**config.mk**
```make
export PLATFORM = sky130hd
export DESIGN_NAME = jtag_reg_arbiter
export DESIGN_NICKNAME = d
export VERILOG_FILES = /design/src/rtl/jtag_pkg.sv /design/src/rtl/sync_pulse.sv /design/src/rtl/jtag_reg_arbiter.sv
export SDC_FILE = /design/constraint.sdc
export NUM_CORES = 1
export LEC_CHECK = 0
export ABC_CLOCK_PERIOD_IN_PS = 8000
export BUFFER_PORTS_ARGS = -buffer_cell sky130_fd_sc_hd__buf_4
export CORE_MARGIN = 2
export CORE_UTILIZATION = 56
export DETAILED_ROUTE_END_ITERATION = 16
export GPL_TIMING_DRIVEN = 0
export HOLD_SLACK_MARGIN = 0.03
export PLACE_DENSITY_LB_ADDON = 0.05
export SLEW_MARGIN = 10
export SYNTH_ARGS = -nofsm -noshare
export SYNTH_HDL_FRONTEND = slang
export SYNTH_SLANG_ARGS = --single-unit
export TNS_END_PERCENT = 5
```
**constraint.sdc**
```tcl
create_clock -name clk -period 8 [get_ports clk]
set_input_delay 0.4 -clock clk [delete_from_list [all_inputs] [get_ports clk]]
set_output_delay 0.4 -clock clk [all_outputs]
set_load 0.01 [all_outputs]
```
**src/rtl/jtag_pkg.sv**
```systemverilog
// Shared types and constants for the JTAG register arbiter.
//   arb_state_e : arbiter FSM state
//   ID_SEL      : TCR select value that reads the ID word
//   ID_VAL      : ID word returned for ID_SEL
//   BAD_VAL     : value returned for an unmapped select
package jtag_pkg;

  typedef enum logic [1:0] {
    ST_IDLE  = 2'd0,
    ST_GNT_J = 2'd1,
    ST_GNT_U = 2'd2
  } arb_state_e;

  localparam logic [7:0]  ID_SEL  = 8'hFF;
  localparam logic [31:0] ID_VAL  = 32'hDEAD_BEEF;
  localparam logic [31:0] BAD_VAL = 32'hBEEF_BEEF;

endpackage

```
**src/rtl/sync_pulse.sv**
```systemverilog
// Multi-flop synchronizer for one asynchronous bit, with an optional
// registered rising-edge pulse output.
//   clk, rst : system clock, synchronous active-high reset
//   d        : asynchronous input
//   q        : EDGE=1 -> one-cycle pulse per rising edge of d
//              EDGE=0 -> synchronized level of d
module sync_pulse #(
  parameter int unsigned STAGES = 2,
  parameter bit          EDGE   = 1'b1
) (
  input  logic clk,
  input  logic rst,
  input  logic d,
  output logic q
);

  // Edge-detecting chains reset high so a level held high through reset
  // (or low afterwards) never looks like a rising edge.
  localparam logic RST_VAL = EDGE;

  logic [STAGES-1:0] sync_q;

  // Synchronizer chain
  always_ff @(posedge clk) begin
    if (rst) sync_q <= {STAGES{RST_VAL}};
    else     sync_q <= {sync_q[STAGES-2:0], d};
  end

  if (EDGE) begin : g_edge
    logic prev_q;
    logic pulse_q;

    // Registered rising-edge detect
    always_ff @(posedge clk) begin
      if (rst) begin
        prev_q  <= 1'b1;
        pulse_q <= 1'b0;
      end else begin
        prev_q  <= sync_q[STAGES-1];
        pulse_q <= sync_q[STAGES-1] & ~prev_q;
      end
    end

    assign q = pulse_q;
  end else begin : g_level
    assign q = sync_q[STAGES-1];
  end

endmodule

```
**src/rtl/jtag_reg_arbiter.sv**
```systemverilog
// Shares a register bank between the JTAG EXTEST data path and a local
// user requester. TAP events are synchronized into clk, the TCR select
// byte is decoded, and single-cycle accesses are round-robin arbitrated.
//   clk, rst          : system clock, synchronous active-high reset
//   capture_dr_i      : TAP capture_dr (async) -> JTAG read request
//   update_dr_i       : TAP update_dr (async)  -> JTAG write request
//   extest_sel_i      : EXTEST loaded (async), gates JTAG events
//   tcr_sel_i/tcr_wr_i: TCR select byte and write enable (quasi-static)
//   jtag_wdata_i      : JTAG write data;  jtag_rdata_o : JTAG read data
//   usr_*             : user request/grant/read-valid handshake
//   reg_q_o           : flattened bank, reg i at [i*DATA_W +: DATA_W]
//   err_o             : sticky error
module jtag_reg_arbiter
  import jtag_pkg::*;
#(
  parameter int unsigned DATA_W      = 32,
  parameter int unsigned SEL_W       = 8,
  parameter int unsigned NUM_REGS    = 4,
  parameter int unsigned SYNC_STAGES = 2
) (
  input  logic                          clk,
  input  logic                          rst,
  input  logic                          capture_dr_i,
  input  logic                          update_dr_i,
  input  logic                          extest_sel_i,
  input  logic [SEL_W-1:0]              tcr_sel_i,
  input  logic                          tcr_wr_i,
  input  logic [DATA_W-1:0]             jtag_wdata_i,
  output logic [DATA_W-1:0]             jtag_rdata_o,
  input  logic                          usr_req_i,
  input  logic                          usr_we_i,
  input  logic [$clog2(NUM_REGS)-1:0]   usr_addr_i,
  input  logic [DATA_W-1:0]             usr_wdata_i,
  output logic                          usr_gnt_o,
  output logic [DATA_W-1:0]             usr_rdata_o,
  output logic                          usr_rvalid_o,
  output logic [NUM_REGS*DATA_W-1:0]    reg_q_o,
  output logic                          err_o
);

  localparam int unsigned AW = $clog2(NUM_REGS);

  logic cap_ev;
  logic upd_ev;
  logic extest_s;

  sync_pulse #(.STAGES(SYNC_STAGES), .EDGE(1'b1)) u_sync_cap (
    .clk (clk), .rst (rst), .d (capture_dr_i), .q (cap_ev)
  );

  sync_pulse #(.STAGES(SYNC_STAGES), .EDGE(1'b1)) u_sync_upd (
    .clk (clk), .rst (rst), .d (update_dr_i), .q (upd_ev)
  );

  sync_pulse #(.STAGES(SYNC_STAGES), .EDGE(1'b0)) u_sync_ext (
    .clk (clk), .rst (rst), .d (extest_sel_i), .q (extest_s)
  );

  logic [DATA_W-1:0] bank_q [NUM_REGS];
  arb_state_e        state_q;
  logic              jpend_rd_q;
  logic              jpend_wr_q;
  logic              last_j_q;

  logic              sel_in_bank_c;
  logic              sel_is_id_c;
  logic [AW-1:0]     sel_idx_c;
  logic              usr_addr_ok_c;
  logic [DATA_W-1:0] jtag_dec_c;
  logic              jpend_c;
  logic              clr_rd_c;
  logic              clr_wr_c;
  logic              jrd_ev_c;
  logic              jwr_ev_c;

  // Select decode and JTAG read mux
  always_comb begin
    sel_in_bank_c = 32'(tcr_sel_i) < NUM_REGS;
    sel_is_id_c   = tcr_sel_i == SEL_W'(ID_SEL);
    sel_idx_c     = AW'(tcr_sel_i);
    usr_addr_ok_c = 32'(usr_addr_i) < NUM_REGS;
    if (sel_in_bank_c)    jtag_dec_c = bank_q[sel_idx_c];
    else if (sel_is_id_c) jtag_dec_c = DATA_W'(ID_VAL);
    else                  jtag_dec_c = DATA_W'(BAD_VAL);
  end

  // Pending-flag bookkeeping; a write pending is always served first
  always_comb begin
    jpend_c  = jpend_rd_q | jpend_wr_q;
    clr_wr_c = (state_q == ST_GNT_J) &&  jpend_wr_q;
    clr_rd_c = (state_q == ST_GNT_J) && !jpend_wr_q;
    jrd_ev_c = cap_ev & extest_s;
    jwr_ev_c = upd_ev & extest_s & tcr_wr_i;
  end

  // Arbiter FSM, bank and registered outputs
  always_ff @(posedge clk) begin
    if (rst) begin
      state_q      <= ST_IDLE;
      last_j_q     <= 1'b0;
      jpend_rd_q   <= 1'b0;
      jpend_wr_q   <= 1'b0;
      jtag_rdata_o <= '0;
      usr_rdata_o  <= '0;
      usr_gnt_o    <= 1'b0;
      usr_rvalid_o <= 1'b0;
      err_o        <= 1'b0;
      for (int i = 0; i < NUM_REGS; i++) bank_q[i] <= '0;
    end else begin
      usr_gnt_o    <= 1'b0;
      usr_rvalid_o <= 1'b0;

      if (clr_rd_c) jpend_rd_q <= 1'b0;
      if (clr_wr_c) jpend_wr_q <= 1'b0;
      // A flag being served this cycle can take a fresh event without error
      if (jrd_ev_c) begin
        jpend_rd_q <= 1'b1;
        if (jpend_rd_q && !clr_rd_c) err_o <= 1'b1;
      end
      if (jwr_ev_c) begin
        jpend_wr_q <= 1'b1;
        if (jpend_wr_q && !clr_wr_c) err_o <= 1'b1;
      end

      case (state_q)
        ST_IDLE: begin
          // On contention grant whoever was not granted last
          if (jpend_c && (!usr_req_i || !last_j_q)) begin
            state_q  <= ST_GNT_J;
            last_j_q <= 1'b1;
          end else if (usr_req_i) begin
            state_q   <= ST_GNT_U;
            last_j_q  <= 1'b0;
            usr_gnt_o <= 1'b1;
          end
        end

        ST_GNT_J: begin
          state_q <= ST_IDLE;
          if (jpend_wr_q) begin
            if (sel_in_bank_c)     bank_q[sel_idx_c] <= jtag_wdata_i;
            else if (!sel_is_id_c) err_o <= 1'b1;
          end else begin
            jtag_rdata_o <= jtag_dec_c;
            if (!sel_in_bank_c && !sel_is_id_c) err_o <= 1'b1;
          end
        end

        ST_GNT_U: begin
          state_q <= ST_IDLE;
          if (usr_we_i) begin
            if (usr_addr_ok_c) bank_q[usr_addr_i] <= usr_wdata_i;
            else               err_o <= 1'b1;
          end else begin
            usr_rvalid_o <= 1'b1;
            if (usr_addr_ok_c) begin
              usr_rdata_o <= bank_q[usr_addr_i];
            end else begin
              usr_rdata_o <= '0;
              err_o       <= 1'b1;
            end
          end
        end

        default: state_q <= ST_IDLE;
      endcase
    end
  end

  // Flattened bank view
  for (genvar i = 0; i < NUM_REGS; i++) begin : g_flat
    assign reg_q_o[i*DATA_W +: DATA_W] = bank_q[i];
  end

endmodule
```
==> results by group, run 1 <==
Clocking
  • Clk buf depth: 3
  • Clk root buf: clkbuf_16
  • CTS clock-pin slew for the worst setup and hold paths: 0.06 ns
  • CTS resizes: 0
  • Num CTS Buffers: 22
  • Hold-fix buffers, CTS: 0
  • Post-CTS setup buffers: 0
  • Htree depth: 1
  • CTS tree: yes
  • Worst-skew pair later-pin latency: 0.51 ns
  • Clk sinks: 210

Setup path
  • Reg2reg setup slack: between 5 and 6 ns
  • Reg2reg end: bank_q[0][11]
  • Critical path class: register to register
  • Worst endpoint data arrival time: 2.98 ns
  • Reg2reg path depth: 6
  • Worst path required time: 8.22 ns
  • FF-to-FF Start: state_q[0]
  • CP max FO: 17
  • Endpoint class of the critical path: register
  • Crit start category: register

STA
  • Setup TNS: 0 ns
  • Clock skew: 0.01199 ns
  • Worst-margin pin slew: 1.007 ns
  • Maximum clock rate: roughly 360 MHz
  • Final Hold Vio Count: 0
  • Fin crit period: 2.763 ns
  • Final period util: roughly 35%
  • Final Max Tran Viols: 0
  • Unrepaired setup endpoints after global routing: no
  • Final Hold Slack: 0.07764 ns
  • Endpoints failing setup: 0
  • Slew headroom: about 33%

Pwr
  • Cell area power density: between 200 and 250 nW/um^2
  • Worst vdd ir: about 0.19 mV
  • Pwr Total: roughly 2500 uW
  • P_leak: roughly 0.005 uW

Cells and area
  • Final Core Density: between 70% and 80%
  • Share of cells above drive strength 1: 39.94%
  • Filler cells: 1117
  • Multi-input logic area: 3337 sq um
  • Register Area: 5485 sq um
  • Area Growth Syn to Fin: 33.88%
  • Final nets: 1111
  • Final cell count without fillers: around 1300
  • Ant diodes: 0

Run status
  • Outcome: finished, final reports clean

Synthesis
  • EDFF count, synth: 128
  • Top cells by count, synth: 128 x edfxtp_1, 128 x nor2_1, 82 x dfxtp_1
  • Primary FF master, synth: edfxtp_1
  • Syn_nets: 812
  • Syn Inst Count: 730
  • Main area contributors after synthesis: edfxtp_1 42%, dfxtp_1 18%, mux4_2 16%
  • Yosys top cell by area: edfxtp_1
  • Cell variety after synth: 42
  • Synthesized area: 9211 sq um
  • Synth top area share: 41.73%
  • Yosys reg bits: 210
  • Async SR Flop Fraction: 0%
  • Warnings from Yosys: 0
  • Avg Cell Area, Syn: 12.62 sq um
  • Sequential area share after synthesis: 59.55%

Die
  • Ports: 277
  • Die span in x: 132.3 um
  • Die H: around 130 um
  • Initial core utilization: 57.57%
  • Die area: 17490 sq um
  • Row count: 46
  • Core ar.: around 16000 sq um

Routing
  • Routed wire length: 29360 um
  • Detailed-route DRC error count: 0
  • Pre-antenna DRT Iters: 7
  • Vias per cell: 5.983
  • Routed Antenna Nets: 0
  • DR vias: 7539
  • Initial drt markers: 574
  • WL/cell: 23.30 um

Worst hold path
  • Worst hold path class: input port to register
  • Hold Path Stages: 2
  • WHS Endpoint: u_sync_cap.sync_q[0]
  • Hold Crit Start: capture_dr_i

Placement
  • Port Buf Inserts: 271
  • Placed cells: 1221
  • Post-DP HPWL: 20340 um
  • GP Congestion: 0.8647

Global routing
  • Pin count of the biggest net entering global routing: 26
  • Grt ovf: 0
  • Vias in the first global route: 7503
  • Total GRT Usage: 33.28%
  • First-pass GRT wire length: 43500 um
  • Initial antenna violation count: 0

Job
  • Max-cap violations: 0
## sequential cells by signal, indices dropped and copies added (netlist names), 2 cells and up
register,cells
u_sync_cap.sync_q,2
u_sync_ext.sync_q,2
jtag_rdata_o,32
bank_q,128
usr_rdata_o,32
u_sync_upd.sync_q,2
state_q,2
## stage by stage
step	area, sq um	worst slack (ns)
floorplan	9211	5.029
global placement	11520	4.057
detailed placement	11620	4.890
CTS	12330	5.295
global route	12330	5.063
finish	12330	5.237
## how the worst max path moves through the flow
stage	startpoint	end	slack (ns)
3_5_place_dp	tcr_sel_i[7]	bank_q[0][10]	4.89
4_1_cts	state_q[0]	bank_q[0][1]	5.29
6_report	state_q[0]	bank_q[0][11]	5.24
2_1_floorplan	tcr_sel_i[7]	bank_q[2][0]	5.03
5_1_grt	state_q[0]	bank_q[0][11]	5.06
3_3_place_gp	tcr_sel_i[7]	bank_q[0][19]	4.06
## logic make-up after synthesis
logic type             Yosys count  synth area share (%)
AOI/OAI and AO/OA              109                 8.055
buffers and inverters           92                 4.374
DFF                            210                 59.55
muxes                           64                 15.65
and+or+nand+nor                255                 12.37
## layout make-up
| cell class | count | share of cell area, % |
|---|---|---|
| buffer | 59 | 2.263 |
| inverter | 33 | 1.004 |
| clock buffer | 28 | 4.982 |
| timing repair buffer | 275 | 17.21 |
| sequential | 210 | 44.48 |
| clock inverter | 11 | 0.8117 |
| multi-input combinational | 428 | 27.06 |
| tap | 216 | 2.192 |
## critical path, cell delays in order, from the launching register on
cell	delay (ns)
dfxtp_1	0.30
clkbuf_1	0.30
nand3b_1	0.27
nor4_4	0.48
o221ai_2	0.33
nand2b_2	0.53
buf_16	0.24
## placed cells by master, fill, tap and decap left out, types with 33 or more instances in the layout
cell type and count:
a21oi_1 35, a22oi_1 38, buf_4 271, clkbuf_1 43
dfxtp_1 82, edfxtp_1 128, inv_1 33, mux4_2 64
nand2_1 70, nor2_1 128
## layer usage
layer | vias to the layer above | wire (um) | share of wire (%) | global-route usage [%]
met5 | - | 0 | 0 | 0
met1 | 3716 | 10400 | 35 | 40.90
li1 | 3283 | - | - | -
met2 | 452 | 14570 | 50 | 56.25
met4 | 0 | 1289 | 4.4 | 14.70
met3 | 88 | 3100 | 11 | 8.228
## power breakdown
group	internal (uW)	total, uW	switching, uW
logic	122	244	122
registers	1180	1200	24.3
clock network	604	1030	421
total	1910	2470	567
(Power assumes the default switching activity.)
==> run 2, diff against run 1 <==
--- a/config.mk
+++ b/config.mk
@@ -5,10 +5,10 @@
 export SDC_FILE = /design/constraint.sdc
 export NUM_CORES = 1
 export LEC_CHECK = 0
-export ABC_CLOCK_PERIOD_IN_PS = 8000
+export ABC_CLOCK_PERIOD_IN_PS = 2800
 export BUFFER_PORTS_ARGS = -buffer_cell sky130_fd_sc_hd__buf_4
 export CORE_MARGIN = 2
-export CORE_UTILIZATION = 56
+export CORE_UTILIZATION = 52
 export DETAILED_ROUTE_END_ITERATION = 16
 export GPL_TIMING_DRIVEN = 0
 export HOLD_SLACK_MARGIN = 0.03
==> constraint.sdc (replaced) <==
create_clock -name clk -period 2.8 [get_ports clk]
set_input_delay 0.14 -clock clk [delete_from_list [all_inputs] [get_ports clk]]
set_output_delay 0.14 -clock clk [all_outputs]
set_load 0.01 [all_outputs]
==> results by group, run 2 (same netlist as run 1, synthesis figures left out) <==
Die
  • Row count: 48
  • Die H: 137.1 um
  • Ports: 277
  • Die area: 18800 sq um
  • Core ar.: 17300 sq um
  • Die span in x: between 100 and 150 um
  • Initial core utilization: 53.26%

Routing
  • Pre-antenna DRT Iters: 5
  • Routed Antenna Nets: 0
  • Routed wire length: around 30000 um
  • WL/cell: 22.88 um
  • DR vias: about 7700
  • Initial drt markers: 480
  • Vias per cell: 5.767
  • Detailed-route DRC error count: 0

Global routing
  • Pin count of the biggest net entering global routing: 20
  • Initial antenna violation count: 0
  • M3 GR Usage: 7.889%
  • Total GRT Usage: around a third
  • Grt ovf: 0
  • GR Util met2: 54.06%
  • First-pass GRT wire length: 43680 um
  • Vias in the first global route: 7565
  • Met1 usage: 39.92%
  • GR peak layer: met2

Pwr
  • Cell area power density: 548.4 nW/um^2
  • P_leak: 0.005275 uW
  • Worst vdd ir: 0.4948 mV

Cells and area
  • Top Registers: bank_q x128, jtag_rdata_o x32, usr_rdata_o x32
  • Final Core Density: 75.01%
  • Multi-input logic area: between 3000 and 4000 sq um
  • Share of cells above drive strength 1: 38.55%
  • Filler cells: 1176
  • Area Growth Syn to Fin: 40.84%
  • Commonest non-fill, non-tap cell in the layout: buf_4
  • Ant diodes: 0
  • Max FFs per register: 128
  • Register Area: 5485 sq um
  • Post-route cell area: 12970 sq um
  • Most frequent cells in the layout: 274 x buf_4, 128 x nor2_1, 128 x edfxtp_1
  • Final nets: between 1000 and 1500
  • Top reg by flops: bank_q

STA
  • Worst-margin pin slew: roughly 1.4 ns
  • Slew headroom: under 10%
  • Final Max Tran Viols: 0
  • Maximum clock rate: 367.7 MHz
  • Final Hold Vio Count: 0
  • Setup TNS: 0 ns
  • Unrepaired setup endpoints after global routing: yes
  • Fin crit period: around 2.7 ns
  • Endpoints failing setup: 0
  • Final period util: around 97%
  • Clock skew: 0.01012 ns

Clocking
  • Clk root buf: clkbuf_16
  • Worst-skew pair later-pin latency: 0.50 ns
  • Clk sinks: 210
  • Clk buf depth: 3
  • Num CTS Buffers: 23
  • CTS tree: yes
  • CTS clock-pin slew for the worst setup and hold paths: 0.06 ns
  • Htree depth: 1

Placement
  • GP Congestion: around 0.83
  • Dpl cell area: 11630 sq um
  • Port Buf Inserts: roughly 270
  • Post-DP HPWL: slightly above 20000 um

Worst hold path
  • Worst hold path class: input port to register

Setup path
  • CP max FO: 10
  • Crit start category: register
  • Worst path required time: about 3.2 ns
  • Critical path class: register to register
  • Worst endpoint data arrival time: ~3.1 ns
  • Endpoint class of the critical path: register

Run status
  • Outcome: finished, final reports clean

Job
  • Max-cap violations: 0
[run 2: cell count changes in the layout (fill, tap and decap cells not counted), moves of 2 or more]
cell,change
a22oi_1,-2
dlygate4sd3_1,+56
clkinv_1,-4
a22oi_2,+2
buf_4,+3
bufinv_16,-2
clkbuf_1,+2
clkbuf_8,+3
nand2b_2,-2
nand2b_4,+2
[run 2: cell type report]
type,instances,area share [%]
flip-flops and latches,210,42.28
repair buffers,334,20.91
clock buffers,35,5.333
inverters,33,0.9548
clock inverters,6,0.2604
plain buffers,59,2.160
multi-input cells,428,25.93
well taps,225,2.170
[run 2: worst paths after layout]
check	startpoint	to	slack [ns]	depth (start not counted)
hold reg to reg	u_sync_upd.g_edge.prev_q	u_sync_upd.q	0.39	1
setup / recovery	state_q[1]	bank_q[3][5]	0.08	7
hold / removal	usr_wdata_i[8]	bank_q[2][8]	0.02	3
setup reg to reg	state_q[1]	bank_q[3][5]	0.08	7
[run 2: power by group]
group / leakage (uW) / switching (uW) / internal (uW) / total, uW
clock: 0.000362 / 1210 / 1700 / 2910
combinational: 0.00292 / 363 / 399 / 762
sequential: 0.00199 / 69.5 / 3370 / 3440
total: 0.00527 / 1640 / 5470 / 7110
[run 2: critical path, stage by stage (launching register included)]
cell	delay (ns)
dfxtp_1	0.30
clkbuf_1	0.34
nor4bb_1	0.30
clkbuf_1	0.41
clkbuf_2	0.39
a22oi_1	0.22
dlygate4sd3_1	0.59
inv_1	0.06
[run 2: metrics by stage]
step | hold slack (ns) | cells | total power (uW) | setup slack (ns)
after global routing | 0.03947 | 1330 | 7297 | -0.08176
final | 0.01962 | 1330 | 7114 | 0.08037
after floorplan | 0.2438 | 730 | 3828 | 0.08860
after detailed placement | 0.3277 | 1230 | 4202 | -0.02023
after global placement | 0.3264 | 1226 | 4179 | -0.8757
after CTS | 0.03096 | 1327 | 7122 | 0.006557
[run 2: repair_timing]
action / 4_1_cts / 5_1_grt
setup buffers: 0 / 3
hold buffers: 56 / 0
gates resized for setup: 0 / 8
endpoints found under the hold margin: 38 / 0
endpoints found under the setup margin: 0 / 91
[run 2: routing by layer]
layer  part of all wire [%]  wire [um]  vias to the layer above
met1                     37      11200                     3745
met3                     10       3092                       83
met5                      0          0                        -
li1                       -          -                     3395
met4                    3.9       1187                        0
met2                     49      14950                      447
